### config.mk
export PLATFORM = sky130hd
export DESIGN_NAME = gift_sbox_layer_seq_flat
export DESIGN_NICKNAME = d
export VERILOG_FILES = /design/src/rtl/gift_sbox_layer_seq_if.sv /design/src/rtl/gift_sbox_layer_seq.sv /design/src/flat_wrapper.sv
export SDC_FILE = /design/constraint.sdc
export NUM_CORES = 1
export LEC_CHECK = 0
export ABC_AREA = 1
export CAP_MARGIN = 20
export CORE_MARGIN = 5
export CORE_UTILIZATION = 34
export CTS_CLUSTER_DIAMETER = 60
export DETAILED_ROUTE_END_ITERATION = 7
export PLACE_DENSITY = 0.67
export SYNTH_ARGS = -nofsm -noshare
export SYNTH_HDL_FRONTEND = slang
export SYNTH_SLANG_ARGS = --single-unit
### constraint.sdc
create_clock -name clk -period 2.1 [get_ports clk]
set_input_delay 0.525 -clock clk [delete_from_list [all_inputs] [get_ports clk]]
set_output_delay 0.525 -clock clk [all_outputs]
set_load 0.05 [all_outputs]
### src/rtl/gift_sbox_layer_seq_if.sv
// rtl/gift_sbox_layer_seq_if.sv - input/output share handshakes and S-box drive/return bus of gift_sbox_layer_seq
interface gift_sbox_layer_seq_if #(
  parameter int NIBBLES = 16
);
  logic                 in_valid;
  logic                 in_ready;
  logic [4*NIBBLES-1:0] in_sh0;
  logic [4*NIBBLES-1:0] in_sh1;
  logic [1:0]           sb_a;
  logic [1:0]           sb_b;
  logic [1:0]           sb_c;
  logic [1:0]           sb_d;
  logic [3:0]           sb_y0;
  logic [3:0]           sb_y1;
  logic                 out_valid;
  logic                 out_ready;
  logic [4*NIBBLES-1:0] out_sh0;
  logic [4*NIBBLES-1:0] out_sh1;

  modport slave (
    input  in_valid, in_sh0, in_sh1, sb_y0, sb_y1, out_ready,
    output in_ready, sb_a, sb_b, sb_c, sb_d, out_valid, out_sh0, out_sh1
  );

  modport master (
    output in_valid, in_sh0, in_sh1, sb_y0, sb_y1, out_ready,
    input  in_ready, sb_a, sb_b, sb_c, sb_d, out_valid, out_sh0, out_sh1
  );
endinterface

### src/rtl/gift_sbox_layer_seq.sv
// rtl/gift_sbox_layer_seq.sv - nibble-serial issue/capture sequencer for the 2-share masked GIFT-64 S-box layer
// Optional issue-time share refresh: define GIFT_SBOX_REFRESH_EN (adds i_rnd).
module gift_sbox_layer_seq #(
  parameter int NIBBLES  = 16,
  parameter int SBOX_LAT = 1
) (
  input  logic                 clk,
  input  logic                 rst_n,
`ifdef GIFT_SBOX_REFRESH_EN
  input  logic [3:0]           i_rnd,
`endif
  gift_sbox_layer_seq_if.slave bus,
  output logic                 o_busy
);
  localparam int W  = 4 * NIBBLES;
  localparam int IW = (NIBBLES > 1) ? $clog2(NIBBLES) : 1;
  localparam int DW = (SBOX_LAT > 0) ? $clog2(SBOX_LAT + 1) : 1;
  localparam logic [IW-1:0] LAST_IDX   = IW'(NIBBLES - 1);
  localparam logic [DW-1:0] LAST_DRAIN = DW'(SBOX_LAT - 1);

  typedef enum logic [1:0] {
    S_IDLE,
    S_ISSUE,
    S_DRAIN,
    S_DONE
  } state_t;

  state_t        r_state;
  state_t        w_next;
  logic          w_accept;
  logic          w_load;
  logic [3:0]    w_nib0;
  logic [3:0]    w_nib1;
  logic [3:0]    w_rnd;
  logic [IW-1:0] w_idx_nxt;

  logic [W-1:0]  r_sh0;
  logic [W-1:0]  r_sh1;
  logic [W-1:0]  r_out0;
  logic [W-1:0]  r_out1;
  logic [IW-1:0] r_idx;
  logic [DW-1:0] r_drain;
  logic [3:0]    r_drv0;
  logic [3:0]    r_drv1;
  logic          r_tag_v   [SBOX_LAT];
  logic [IW-1:0] r_tag_idx [SBOX_LAT];

`ifdef GIFT_SBOX_REFRESH_EN
  assign w_rnd = i_rnd;
`else
  assign w_rnd = 4'h0;
`endif

  assign w_idx_nxt = r_idx + 1'b1;

  always_ff @(posedge clk) begin
    if (!rst_n) begin
      r_state <= S_IDLE;
    end else begin
      r_state <= w_next;
    end
  end

  always_comb begin
    w_next        = r_state;
    w_accept      = 1'b0;
    w_load        = 1'b0;
    w_nib0        = 4'h0;
    w_nib1        = 4'h0;
    bus.in_ready  = 1'b0;
    bus.out_valid = 1'b0;
    o_busy        = 1'b1;
    case (r_state)
      S_IDLE: begin
        bus.in_ready = 1'b1;
        o_busy       = 1'b0;
        if (bus.in_valid) begin
          w_next   = S_ISSUE;
          w_accept = 1'b1;
          w_load   = 1'b1;
          w_nib0   = bus.in_sh0[3:0];
          w_nib1   = bus.in_sh1[3:0];
        end
      end
      S_ISSUE: begin
        if (r_idx == LAST_IDX) begin
          w_next = S_DRAIN;
        end else begin
          w_load = 1'b1;
          w_nib0 = r_sh0[{w_idx_nxt, 2'b00} +: 4];
          w_nib1 = r_sh1[{w_idx_nxt, 2'b00} +: 4];
        end
      end
      S_DRAIN: begin
        if (r_drain == LAST_DRAIN) begin
          w_next = S_DONE;
        end
      end
      S_DONE: begin
        bus.out_valid = 1'b1;
        if (bus.out_ready) begin
          w_next = S_IDLE;
        end
      end
      default: begin
        w_next = S_IDLE;
      end
    endcase
  end

  // Drive registers hold the nibble the S-box sees this cycle; zero whenever nothing is issued.
  // With refresh, the same rnd is folded into both shares as the nibble is loaded.
  always_ff @(posedge clk) begin
    if (!rst_n) begin
      r_sh0   <= '0;
      r_sh1   <= '0;
      r_out0  <= '0;
      r_out1  <= '0;
      r_idx   <= '0;
      r_drain <= '0;
      r_drv0  <= 4'h0;
      r_drv1  <= 4'h0;
      for (int k = 0; k < SBOX_LAT; k++) begin
        r_tag_v[k]   <= 1'b0;
        r_tag_idx[k] <= '0;
      end
    end else begin
      r_drv0       <= w_load ? (w_nib0 ^ w_rnd) : 4'h0;
      r_drv1       <= w_load ? (w_nib1 ^ w_rnd) : 4'h0;
      r_tag_v[0]   <= (r_state == S_ISSUE);
      r_tag_idx[0] <= r_idx;
      for (int k = 1; k < SBOX_LAT; k++) begin
        r_tag_v[k]   <= r_tag_v[k-1];
        r_tag_idx[k] <= r_tag_idx[k-1];
      end

      if (r_tag_v[SBOX_LAT-1]) begin
        r_out0[{r_tag_idx[SBOX_LAT-1], 2'b00} +: 4] <= bus.sb_y0;
        r_out1[{r_tag_idx[SBOX_LAT-1], 2'b00} +: 4] <= bus.sb_y1;
      end

      case (r_state)
        S_IDLE: begin
          if (w_accept) begin
            r_sh0 <= bus.in_sh0;
            r_sh1 <= bus.in_sh1;
            r_idx <= '0;
          end
        end
        S_ISSUE: begin
          r_idx   <= (r_idx == LAST_IDX) ? '0 : w_idx_nxt;
          r_drain <= '0;
        end
        S_DRAIN: begin
          if (w_next == S_DONE) begin
            r_drain <= '0;
            r_sh0   <= '0;
            r_sh1   <= '0;
          end else begin
            r_drain <= r_drain + 1'b1;
          end
        end
        default: begin
        end
      endcase
    end
  end

  assign bus.sb_a    = {r_drv1[0], r_drv0[0]};
  assign bus.sb_b    = {r_drv1[1], r_drv0[1]};
  assign bus.sb_c    = {r_drv1[2], r_drv0[2]};
  assign bus.sb_d    = {r_drv1[3], r_drv0[3]};
  assign bus.out_sh0 = r_out0;
  assign bus.out_sh1 = r_out1;
endmodule

### src/flat_wrapper.sv
// flat-port wrapper written by rule: the top's interface ports become plain ports
module gift_sbox_layer_seq_flat 
#(
  parameter int NIBBLES  = 16,
  parameter int SBOX_LAT = 1
)
  (clk, rst_n, o_busy, bus_in_valid, bus_in_sh0, bus_in_sh1, bus_sb_y0, bus_sb_y1, bus_out_ready, bus_in_ready, bus_sb_a, bus_sb_b, bus_sb_c, bus_sb_d, bus_out_valid, bus_out_sh0, bus_out_sh1);
  gift_sbox_layer_seq_if #(.NIBBLES(NIBBLES)) bus_i ();
  input  logic clk;
  input  logic rst_n;
  output logic o_busy;
  input wire logic [$bits(bus_i.in_valid)-1:0] bus_in_valid;
  input wire logic [$bits(bus_i.in_sh0)-1:0] bus_in_sh0;
  input wire logic [$bits(bus_i.in_sh1)-1:0] bus_in_sh1;
  input wire logic [$bits(bus_i.sb_y0)-1:0] bus_sb_y0;
  input wire logic [$bits(bus_i.sb_y1)-1:0] bus_sb_y1;
  input wire logic [$bits(bus_i.out_ready)-1:0] bus_out_ready;
  output wire logic [$bits(bus_i.in_ready)-1:0] bus_in_ready;
  output wire logic [$bits(bus_i.sb_a)-1:0] bus_sb_a;
  output wire logic [$bits(bus_i.sb_b)-1:0] bus_sb_b;
  output wire logic [$bits(bus_i.sb_c)-1:0] bus_sb_c;
  output wire logic [$bits(bus_i.sb_d)-1:0] bus_sb_d;
  output wire logic [$bits(bus_i.out_valid)-1:0] bus_out_valid;
  output wire logic [$bits(bus_i.out_sh0)-1:0] bus_out_sh0;
  output wire logic [$bits(bus_i.out_sh1)-1:0] bus_out_sh1;
  assign bus_i.in_valid = bus_in_valid;
  assign bus_i.in_sh0 = bus_in_sh0;
  assign bus_i.in_sh1 = bus_in_sh1;
  assign bus_i.sb_y0 = bus_sb_y0;
  assign bus_i.sb_y1 = bus_sb_y1;
  assign bus_i.out_ready = bus_out_ready;
  assign bus_in_ready = bus_i.in_ready;
  assign bus_sb_a = bus_i.sb_a;
  assign bus_sb_b = bus_i.sb_b;
  assign bus_sb_c = bus_i.sb_c;
  assign bus_sb_d = bus_i.sb_d;
  assign bus_out_valid = bus_i.out_valid;
  assign bus_out_sh0 = bus_i.out_sh0;
  assign bus_out_sh1 = bus_i.out_sh1;
  gift_sbox_layer_seq #(.NIBBLES(NIBBLES), .SBOX_LAT(SBOX_LAT)) u_core (.clk(clk), .rst_n(rst_n), .bus(bus_i), .o_busy(o_busy));
endmodule
# After elaboration in Yosys (flattened, before gate mapping)
# Memory sizes are Yosys's and may differ from the RTL's.
# Index checks and enable logic that the tools add are counted.
# word_totals
regBits,271
ramBits,5
inputBits,140
out_inout_bits,139
n_memories,2
# memory_table
name,words,width,rd,rd_clocked_by_memory_dff,wr,line,rtl
u_core.r_tag_idx,1,4,1,0,1,gift_sbox_layer_seq.sv:46,logic [IW-1:0] r_tag_idx [SBOX_LAT];
u_core.r_tag_v,1,1,1,0,1,gift_sbox_layer_seq.sv:45,logic r_tag_v [SBOX_LAT];
# classes
add_sub_neg,3
n_eq_ne,7
shifts,5
muxes,36
reduce_logical,9
# op_table
cell,n
$pmux 64 s2,2
$mux 64,3
$bwmux 64,2
$shiftx 4x8->64,2
$shiftx 64x7->4,2
$shift 4x8->64 const A,1
$mux 4,7
$pmux 4 s2,3
$mux 1,12
$mux 2,4
$neg 6->8,1
$pmux 2 s4,1
$eq 2x2->1 const B,3
$reduce_bool 2->1,3
$add 4x1->4 const B,1
$eq 4x4->1 const B,1
$ne 2x1->1 const B,2
$pmux 1 s2,2
$reduce_and 2->1,2
$reduce_or 4->1,1
$reduce_and 3->1,1
$eq 2x1->1 const B,1
$logic_not 2->1,1
$add 1x1->1 const B,1
$reduce_or 1->1,1

# Longest topological paths before layout
# Gate-level depths: netlist of run 1.
# logic_depth
depth_word,6
mapped_depth,16

# Least setup slack after synthesis of run 1
# Ideal clock, no wire load.
# synth_timing
kind,register to register
from,mem u_core.r_tag_idx[0][0] (netlist name)
to,"reg u_core.r_out0[16], in the netlist u_core.bus.out_sh0[16]"
setup_time_ns,0.132
arrival_ns,2.058
t_required_ns,1.968
path_slack_ns,-0.090
stages_incl_launch_ff,13
path_buffers,2
synth_period_minus_slack_ns,2.190
cell_sequence,dfxtp_1 inv_2 buf_4 ha_1 buf_2 inv_2 nand3_1 nor2_2 inv_2 nor2_4 inv_1 nand2_1 a21oi_1
# synth_via
elab_chain_cells,4
# synth_lines
element,line,rtl
from (decl),gift_sbox_layer_seq.sv:46,
$mem_v2 1x4 (*),n/a,
$neg 6->8 (*),gift_sbox_layer_seq.sv:138,"r_out0[{r_tag_idx[SBOX_LAT-1], 2'b00} +: 4] <= bus.sb_y0;"
$shiftx 4x8->64 / $shift 4x8->64 (equally long branches),gift_sbox_layer_seq.sv:138,
$bwmux 64 (*),gift_sbox_layer_seq.sv:138,
"to (signal, indexed assignment)",gift_sbox_layer_seq.sv:138,
to (decl),gift_sbox_layer_seq.sv:39,logic [W-1:0] r_out0;
# Every way passes the cells marked *; elsewhere a longest branch is shown, timed or not.
# A chain may end at the register's enable or synchronous reset.

# Worst setup path in the final report of run 1
# layout_timing
from,reg u_core.r_state[0]
to,reg u_core.r_sh0[47]
# layout_via
elab_chain_cells,5
# layout_lines
element,line,rtl
from (decl),gift_sbox_layer_seq.sv:28,state_t r_state;
from (signal assigned),gift_sbox_layer_seq.sv:60,r_state <= w_next;
$eq 2x2->1 (tied with other cells),gift_sbox_layer_seq.sv:73,case (r_state)
$pmux 2 s4,gift_sbox_layer_seq.sv:73,
$eq 2x2->1,gift_sbox_layer_seq.sv:155,if (w_next == S_DONE) begin
$ne 2x1->1 (no line),n/a,
$reduce_and 3->1 (no line),n/a,
to (signal assigned),gift_sbox_layer_seq.sv:145,r_sh0 <= bus.in_sh0;
to (decl),gift_sbox_layer_seq.sv:37,logic [W-1:0] r_sh0;
# Parallel ways exist; a longest one is shown, timed or not.

==> results of run 1 <==
[metal layers]
layer	routed length (um)	vias up
met5	13	-
met4	1080	2
met3	2790	71
met2	19100	467
met1	18200	5878
li1	-	6548
[area by class of cell]
class	count	area, um^2	share of cell area, %
Clock buffer	45	986	5.63
Clock inverter	14	140	0.800
Inverter	109	423	2.42
Multi-Input combinational cell	1334	6160	35.2
Sequential cell	276	5530	31.6
Tap cell	468	586	3.34
Timing Repair Buffer	371	3680	21.0
[synth_stat cells]
master	count
nand2_1	373
nor2_1	365
dfxtp_1	276
a21oi_1	211
o21ai_0	154
nand3_1	152
inv_1	95
clkbuf_1	61
buf_2	32
o211ai_1	25
buf_4	16
buf_1	10
buf_6	9
ha_1	9
inv_2	9
nor3_1	8
nand4_1	7
nor2_2	5
clkinv_1	4
nand2_2	4
nor2_4	4
o21ai_1	3
o32ai_1	3
a211oi_1	2
nand3_2	2
inv_4	1
nand2_4	1
nor3_4	1
o21ai_2	1
xnor2_1	1
xor2_1	1
xor2_2	1
[path summary, 6_finish.rpt]
path / startpoint / end / slack [ns]
hold / removal: rst_n / u_core.r_sh1[0]$_SDFFE_PN0P_ / 0.32
setup / recovery: u_core.r_state[0]$_SDFF_PN0_ / u_core.r_sh0[47]$_SDFFE_PN0P_ / 0.11
setup reg to reg: u_core.r_state[0]$_SDFF_PN0_ / u_core.r_sh0[47]$_SDFFE_PN0P_ / 0.11
hold reg to reg: u_core.bus.out_sh1[37]$_SDFFE_PN0P_ / u_core.bus.out_sh1[37]$_SDFFE_PN0P_ / 0.45
[timing repair]
| item | 4_1_cts | 5_1_grt |
|---|---|---|
| gates cloned | 0 | 6 |
| hold endpoints to repair | 0 | 0 |
| setup endpoints to repair | 95 | 165 |
| resized for setup | 91 | 40 |
| pin swaps | 0 | 3 |
| buffers inserted | 0 | 1 |
[registers in the layout, indices dropped and copies added, names as in the netlist]
register            flops
u_core.r_drain          1
u_core.r_tag_v          1
u_core.bus.out_sh1     64
u_core.r_drv1           4
u_core.r_idx            4
u_core.r_sh0           64
u_core.r_sh1           64
u_core.r_tag_idx        4
u_core.bus.out_sh0     64
u_core.r_state          2
u_core.r_drv0           4
[power by group]
part	total [mW]	internal [mW]	leakage [nW]	switching (mW)
logic	1.96	0.880	5.24	1.08
clock network	5.88	3.57	0.558	2.31
registers	5.62	5.50	2.26	0.126
[logic make-up (layout without fill, tap and decap cells)]
kind of cell / Yosys count / after routing / synth area share, %
AOI/OAI and AO/OA: 399 / 399 / 16.5
adders and majority gates: 9 / 9 / 0.896
DFF: 276 / 276 / 43.9
xor gates and xnor gates: 3 / 3 / 0.269
and+or+nand+nor: 922 / 923 / 29.9
buffers and inverters: 237 / 539 / 8.43
[critical path, stage by stage (launching register included)]
cell and delay, ns:
dfxtp_1 0.32, inv_2 0.12, ha_4 0.18, inv_4 0.06, nor2_4 0.09, nand2_1 0.05, nand2_1 0.07, nand2_2 0.07
nand2_2 0.08, nand3_4 0.17, nand2_8 0.21, nand2_8 0.09, buf_12 0.17, nand2_1 0.07, nand2_1 0.06, nor2_1 0.10
==> results.cfg, run 1 <==
[yosys]
synth_cells = 1846
synth_area_per_cell_um2 = 6.81
synth.area.top_cells = dfxtp_1, nand2_1, nor2_1
synth_top_area_share_pct = 43.9
syn_area_mm2 = 0.0126
synth.net_count = 1995
ys_warn_count = 0
ys_seq_area_share_pct = 43.9
synth_cell_types = 32
yosysTopAreaCell = dfxtp_1
ys_ff_latch = 276

[worst_setup_path]
start_kind = flop
crit_required_ns = 2.54
crit_fanout = 18
worstPathArrival_ns = 2.43
r2r_cells = 15
worstSetupEndpointType = flop
crit_type = flop to flop

[sta]
relSlewSlack_pct = 64.6
tightest_slew_ns = 0.532
setup_ws_ns = 0.113
skew_ns = 0.0230
tns_ns = 0
finalHoldViolations = 0
drv_slew = 0
setup_viol = 0
finalCriticalPeriod_ns = 1.99
period_share_pct = 94.6
fmax_ghz = 0.503
rsz0062_at_grt = yes
hold_slack_ns = 0.316

[outcome]
run_status = complete, no violations

[floorplanning]
fp.dieW_um = 202
start_util_pct = 34.4
rows = 70
boundaryPins = 279
die_area_mm2 = 0.0409
chipHeight_um = 202
coreArea_mm2 = 0.0365

[route]
vias_per_cell = 4.95
drtIter0Drc = 797
detail_route.wl_per_cell_um = 15.7
wirelength_um = 41100
ant_nets = 0
drcViolationCount = 0
vias = 12966
firstDrtPassIters = 5

[power_and_ir_drop]
peakVddDrop_v = 0.000359
leakagePower_nw = 8.05
powerDensity_mw_per_mm2 = 769
report.power.total_mw = 13.5

[final_layout]
design_area_mm2 = 0.0175
areaGrowthSynthToFinish_pct = 39.3
nets = 2276
n_antenna_cell = 0
final_cell_mix = nand2_1, nor2_1, dfxtp_1
final_core_util_pct = 47.9
layout.cells.non_filler = 2617
fill_cells = 3666
drive_above_1_share_pct = 12.0
layout_commonest_cell = nand2_1

[placed_design]
gp_congestion = 0.853
place_area_mm2 = 0.0162
portBuffers = 278
place_inst = 2551
dp_hpwl_um = 28900
pre_cts_ws_ns = -0.153

[min_path]
worst_hold_path.num_cells = 3
min_path_type = input pin to flop

[global_route]
grt_use_met3_pct = 3.79
grt.met1_usage_pct = 24.4
grt-busiest-layer = met2
grt-ovfl-total = 0
grt_max_degree = 96
grt_pass1_vias = 12101
grt_use_met2_pct = 30.9
track_usage_pct = 18.6
antenna_found_initial = 1
grt_pass1_wl_um = 63600

[clock_network]
cts_made_buffers = 35
ctsLongestPathBuffers = 3
cts_tree = yes
cts_root_buffer = clkbuf_16
htree_levels = 2
cts.sinks = 276
hold_buffers = 0
clk_latency_ns = 0.51
clk_pin_slew_ns = 0.06

[job]
drv_cap = 0
No activity file was read; power rests on OpenSTA's default activity.
==> inputs of run 2 (changes only) <==
==> constraint.sdc (replaced) <==
create_clock -name clk -period 1.8 [get_ports clk]
set_input_delay 0.45 -clock clk [delete_from_list [all_inputs] [get_ports clk]]
set_output_delay 0.45 -clock clk [all_outputs]
set_load 0.05 [all_outputs]
==> run 2 against run 1 <==
  * The run now ends with negative setup slack left
  * First-iteration DRC count rose by 2.8%
  * Clock power rose by 22%
  * Sequential power rose by 17%
  * Critical path depth fell by 2
  * Register-to-register slack got worse by 0.28 ns
  * Sequential cell count did not move
  * Non-clock buffer count rose by 44
  * Via count rose by 3.1%
  * Count of clock-buffer cells in the layout rose by 2
  * Critical endpoint is now u_core.r_sh0[49]$_SDFFE_PN0P_
  * Largest cell class unchanged
==> results.cfg, run 2 (synthesis results as in run 1) <==
[route]
drcViolationCount = 0
vias_per_cell = 5.02
dr_wl_met3_um = 2880
dr_wl_met2_um = 20600
highest-signal-layer = met5
vias = 13370
drtIter0Drc = 819
m1WireLength_um = 18800
wirelength_um = 43800
detail_route.wl_per_cell_um = 16.4
firstDrtPassIters = 7
ant_nets = 0

[clock_network]
htree_levels = 2
cts_tree = yes
cts_made_buffers = 34
cts.sinks = 276
clk_pin_slew_ns = 0.07
hold_buffers = 0
ctsLongestPathBuffers = 3
cts_root_buffer = clkbuf_16
clk_latency_ns = 0.51

[sta]
rsz0062_at_grt = yes
finalCriticalPeriod_ns = 1.97
skew_ns = 0.0156
finalHoldViolations = 0
setup_viol = 135
hold_slack_ns = 0.254
fmax_ghz = 0.509
drv_slew = 0
period_share_pct = 109
relSlewSlack_pct = 68.5
setup_ws_ns = -0.166
tightest_slew_ns = 0.471

[final_layout]
areaGrowthSynthToFinish_pct = 48.8
layout_commonest_cell = nand2_1
n_antenna_cell = 0
fill_cells = 3519
final_cell_mix = nand2_1, nor2_1, dfxtp_1
nets = 2319
drive_above_1_share_pct = 22.1

[job]
drv_cap = 0

[worst_setup_path]
startpoint = u_core.r_state[1]$_SDFF_PN0_
cp-endpoint = u_core.r_sh0[49]$_SDFFE_PN0P_
path_cells = buf_6 > buf_6 > ha_4 > a21oi_2 > nand2_1 > nand2_2 > nand2_2 > nand3_4 > nand2_8 > buf_12 > buf_16 > a21oi_1 > nor2_1
crit_fanout = 16
max_stage_delay_ns = 0.32
crit_type = flop to flop
crit_slowest_cell = dfxtp_2
regToRegSetupSlack_ns = -0.17
r2r_cells = 13
timing.rr.end = u_core.r_sh0[49]$_SDFFE_PN0P_
worstPathArrival_ns = 2.37
crit_required_ns = 2.20
start_kind = flop
reg2reg_from = u_core.r_state[1]$_SDFF_PN0_
worstSetupEndpointType = flop

[outcome]
run_status = finished, violations left
violations = negative setup slack

[power_and_ir_drop]
switching_share_pct = 26.1
peakVddDrop_v = 0.000465
power_frac_comb_pct = 14.7
powerDensity_mw_per_mm2 = 864
p_seq_share_pct = 40.7
p_int_mw = 12.0
leakagePower_nw = 8.36
p_switching_mw = 4.22
clkPwrFrac_pct = 44.5
report.power.total_mw = 16.2

[global_route]
track_usage_pct = 20.0
grt_pass1_wl_um = 68400
grt_pass1_vias = 13092
grt_max_degree = 96
antenna_found_initial = 1
grt-ovfl-total = 0

[floorplanning]
coreArea_mm2 = 0.0365
fp.dieW_um = 202
rows = 70
chipHeight_um = 202
die_area_mm2 = 0.0409
boundaryPins = 279
start_util_pct = 34.4

[min_path]
hp-start = rst_n
min_path_type = input pin to flop
worst_hold_path.num_cells = 3

[placed_design]
dp_hpwl_um = 29500
gp_congestion = 0.837
portBuffers = 278
-- run 2: cell types whose count changed in the layout (fill, tap and decap cells not counted), moves of 8 or more --
cell / previous run / this run
a21oi_1: 210 / 166
a21oi_2: 1 / 42
buf_12: 23 / 39
buf_16: 3 / 11
buf_4: 108 / 205
buf_6: 4 / 14
dlygate4sd2_1: 90 / 0
inv_4: 1 / 9
nand2_1: 368 / 358
nand2_4: 0 / 9
nand3_1: 147 / 133
nand3_2: 6 / 19
o21ai_0: 154 / 138
o21ai_1: 3 / 16
-- run 2: repair_timing --
item | 4_1_cts | 5_1_grt
buffers inserted | 11 | 15
setup endpoints to repair | 173 | 252
gates resized for setup | 70 | 129
gates cloned | 11 | 5
endpoints found under the hold margin | 0 | 0
pin swaps | 7 | 35
-- run 2: worst min path at each step --
stage	end	slack (ns)
floorplan	u_core.r_sh0[0]$_SDFFE_PN0P_	0.45
global placement	u_core.bus.out_sh1[45]$_SDFFE_PN0P_	0.43
detailed placement	u_core.bus.out_sh1[44]$_SDFFE_PN0P_	0.44
CTS	u_core.r_tag_v[0]$_DFF_P_	0.25
global route	u_core.r_tag_v[0]$_DFF_P_	0.26
finish	u_core.r_tag_v[0]$_DFF_P_	0.25
-- run 2: area by class of cell --
cell class                      count  area (um^2)  area share [%]
Clock buffer                       47         1030            5.52
Inverter                          109          460            2.46
Tap cell                          468          586            3.13
Multi-Input combinational cell   1334         6600            35.3
Timing Repair Buffer              415         4320            23.1
Clock inverter                     15          173           0.923
Sequential cell                   276         5540            29.6
-- run 2: power groups by stage --
stage	sequential, mW	clock (mW)	combinational [mW]
final	6.59	7.20	2.38
after detailed placement	6.69	0	2.22
after global placement	6.68	0	2.19
after global routing	6.61	7.61	2.64
after CTS	6.57	7.33	2.29
after floorplan	6.73	0	1.25
-- run 2: per-stage QoR --
| step | instances | setup slack [ns] | instance area [um^2] | setup TNS, ns | utilization (%) |
|---|---|---|---|---|---|
| 6_report | 2664 | -0.166 | 18700 | -15.09 | 51.2 |
| 3_3_place_gp | 2562 | -0.379 | 16200 | -42.37 | 44.4 |
| 5_1_grt | 2664 | -0.273 | 18700 | -32.00 | 51.2 |
| 3_5_place_dp | 2562 | -0.381 | 16200 | -45.62 | 44.4 |
| 4_1_cts | 2646 | -0.181 | 18100 | -14.09 | 49.5 |
| 2_1_floorplan | 1846 | -0.00710 | 12700 | -0.0280 | - |
-- run 2: per-layer routing --
metal  vias to the layer above  track usage (%)
met5                         -                0
met4                         2             6.28
met3                        87             3.83
met2                       488             33.9
met1                      6137             25.8
li1                       6656                -
-- run 2: critical path, delay by kind of cell, from the launching register on --
| family | cells | cell delay, ns |
|---|---|---|
| flops | 1 | 0.32 |
| compound gates | 2 | 0.29 |
| fa+ha+maj | 1 | 0.16 |
| buf+inv | 4 | 0.56 |
| simple gates | 6 | 0.53 |
==> inputs of run 3 (changes only) <==
--- a/config.mk
+++ b/config.mk
@@ -9,8 +9,9 @@
 export CAP_MARGIN = 20
 export CORE_MARGIN = 5
 export CORE_UTILIZATION = 34
-export CTS_CLUSTER_DIAMETER = 60
+export CTS_CLUSTER_DIAMETER = 200
 export DETAILED_ROUTE_END_ITERATION = 7
+export GPL_TIMING_DRIVEN = 0
 export PLACE_DENSITY = 0.67
 export SYNTH_ARGS = -nofsm -noshare
 export SYNTH_HDL_FRONTEND = slang
==> run 3 against run 2 <==
  * The run still ends with negative setup slack left
  * Sequential cell count is the same
  * Register-to-register slack lost 0.07 ns
  * Routed wire length grew 20%
  * Core utilization grew 6.3 points
  * Worst hold slack gained 0.20 ns
  * Worst setup slack lost 0.072 ns
  * Clock power shrank 6.7%
  * Critical path type unchanged
  * Highest routed layer is now met4
==> results.cfg, run 3 (synthesis results as in run 1) <==
[job]
drv_cap = 0

[worst_setup_path]
crit_top_cell = nand2_1
path_cells = inv_4 > ha_4 > inv_12 > nor2_4 > nand2_1 > nand2_1 > nand2_2 > nand2_2 > nand3_4 > nand2_8 > buf_8 > buf_16 > clkbuf_16 > nand3_1 > nand2_1 > nor2_1
start_kind = flop
regToRegSetupSlack_ns = -0.24
crit_fanout = 5
crit_slowest_cell = dfxtp_4
worstSetupEndpointType = flop
critPathBufInv = 5
max_stage_delay_ns = 0.37
worstPathArrival_ns = 2.49
r2r_cells = 16
startpoint = u_core.r_state[0]$_SDFF_PN0_
crit_required_ns = 2.25
crit_type = flop to flop
critical_path_depth = 16
critPathTopFamily = simple AND/OR/NAND/NOR gates
cp-endpoint = u_core.r_sh0[13]$_SDFFE_PN0P_
timing.rr.end = u_core.r_sh0[13]$_SDFFE_PN0P_
reg2reg_from = u_core.r_state[0]$_SDFF_PN0_

[clock_network]
cts_root_buffer = clkbuf_16
cts_tree = yes
clk_pin_slew_ns = 0.07
ctsLongestPathBuffers = 3
cts_made_buffers = 30
hold_buffers = 0
htree_levels = 1
cts.sinks = 276
clk_latency_ns = 0.56

[power_and_ir_drop]
report.power.total_mw = 16.2
powerDensity_mw_per_mm2 = 772
peakVddDrop_v = 0.000652
leakagePower_nw = 8.62

[final_layout]
drive_above_1_share_pct = 35.3
nets = 2401
design_area_mm2 = 0.0210
n_antenna_cell = 0
final_cell_mix = nor2_1, nand2_1, dfxtp_1
final_core_util_pct = 57.6
areaGrowthSynthToFinish_pct = 67.2
layout_commonest_cell = nor2_1

[sta]
setup_viol = 187
finalCriticalPeriod_ns = 2.04
rsz0062_at_grt = yes
tightest_slew_ns = 0.917
tns_ns = -26.16
fmax_ghz = 0.491
skew_ns = 0.00978
relSlewSlack_pct = 38.8
drv_slew = 0
finalHoldViolations = 0
hold_slack_ns = 0.449
setup_ws_ns = -0.238
period_share_pct = 113

[route]
firstDrtPassIters = 6
detail_route.wl_per_cell_um = 19.1
drtIter0Drc = 1050
vias = 14432
ant_nets = 0
vias_per_cell = 5.26
wirelength_um = 52500
drcViolationCount = 0

[floorplanning]
coreArea_mm2 = 0.0365
die_area_mm2 = 0.0409
fp.dieW_um = 202
rows = 70
boundaryPins = 279
start_util_pct = 34.4
chipHeight_um = 202

[global_route]
grt_pass1_wl_um = 74700
grt-ovfl-total = 0
grt_pass1_vias = 13578
grt_max_degree = 15
antenna_found_initial = 0
track_usage_pct = 22.5

[outcome]
violations = negative setup slack
run_status = finished, violations left

[min_path]
hp-start = u_core.bus.out_sh1[36]$_SDFFE_PN0P_
min_path_type = flop to flop

[placed_design]
portBuffers = 277
dp_hpwl_um = 35000
gp_congestion = 0.912
place_area_mm2 = 0.0160
==> run 3: cell types whose count changed in the layout (fill, tap and decap cells not counted), moves of 43 or more <==
| cell | delta |
|---|---|
| nand2_2 | +49 |
| o21ai_0 | -44 |
| a21oi_1 | -44 |
| nand3_1 | -58 |
| buf_4 | -156 |
| a21oi_2 | +44 |
| nor2_1 | -43 |
| nand3_2 | +50 |
| clkdlybuf4s15_2 | +136 |
| nand2_1 | -76 |
==> run 3: worst min-delay path by stage <==
stage	slack (ns)	cells past startpoint	to
2_1_floorplan	0.45	2	u_core.r_sh0[0]$_SDFFE_PN0P_
3_3_place_gp	0.44	2	u_core.bus.out_sh0[36]$_SDFFE_PN0P_
3_5_place_dp	0.44	2	u_core.bus.out_sh1[36]$_SDFFE_PN0P_
4_1_cts	0.45	2	u_core.bus.out_sh1[36]$_SDFFE_PN0P_
5_1_grt	0.48	2	u_core.bus.out_sh1[43]$_SDFFE_PN0P_
6_report	0.45	2	u_core.bus.out_sh1[36]$_SDFFE_PN0P_
==> run 3: routing by layer <==
layer  GRT usage [%]  part of all wire (%)  up-vias
li1                -                     -     6817
met1            27.6                    39     6737
met2            39.5                    49      726
met3            4.03                   8.3      152
met4            8.49                   4.4        0
met5               0                     0        -
==> run 3: per-stage QoR <==
stage               setup slack, ns  std cells
floorplan                  -0.00710       1846
global placement             -0.857       2591
detailed placement           -0.922       2591
CTS                          -0.205       2703
global route                 -0.312       2743
finish                       -0.238       2743
==> run 3: cell type report <==
cell class / count / area [um^2]
buffer: 125 / 1110
clock buffer: 42 / 857
clock inverter: 13 / 218
fill: 3135 / 15500
inverter: 109 / 524
multi-input combinational: 1337 / 7970
sequential: 276 / 5540
tap: 468 / 586
timing repair buffer: 371 / 4210
timing repair inverter: 2 / 13.8
==> run 3: what timing repair did <==
action / 4_1_cts / 5_1_grt
pin swaps: 28 / 109
setup buffers: 49 / 21
endpoints found under the setup margin: 405 / 277
gates cloned: 10 / 21
gates resized for setup: 732 / 477
==> run 3: power breakdown <==
| part | internal, mW | switching (mW) |
|---|---|---|
| combinational | 1.23 | 1.67 |
| clock | 4.16 | 2.56 |
| sequential | 6.41 | 0.197 |
==> run 3: worst register-to-register path, cell delays in order (launching register included) <==
cell and delay [ns]:
dfxtp_4 0.37, inv_4 0.07, ha_4 0.21, inv_12 0.05, nor2_4 0.08, nand2_1 0.05
nand2_1 0.07, nand2_2 0.07, nand2_2 0.09, nand3_4 0.10, nand2_8 0.13, buf_8 0.14
buf_16 0.16, clkbuf_16 0.15, nand3_1 0.07, nand2_1 0.09, nor2_1 0.05
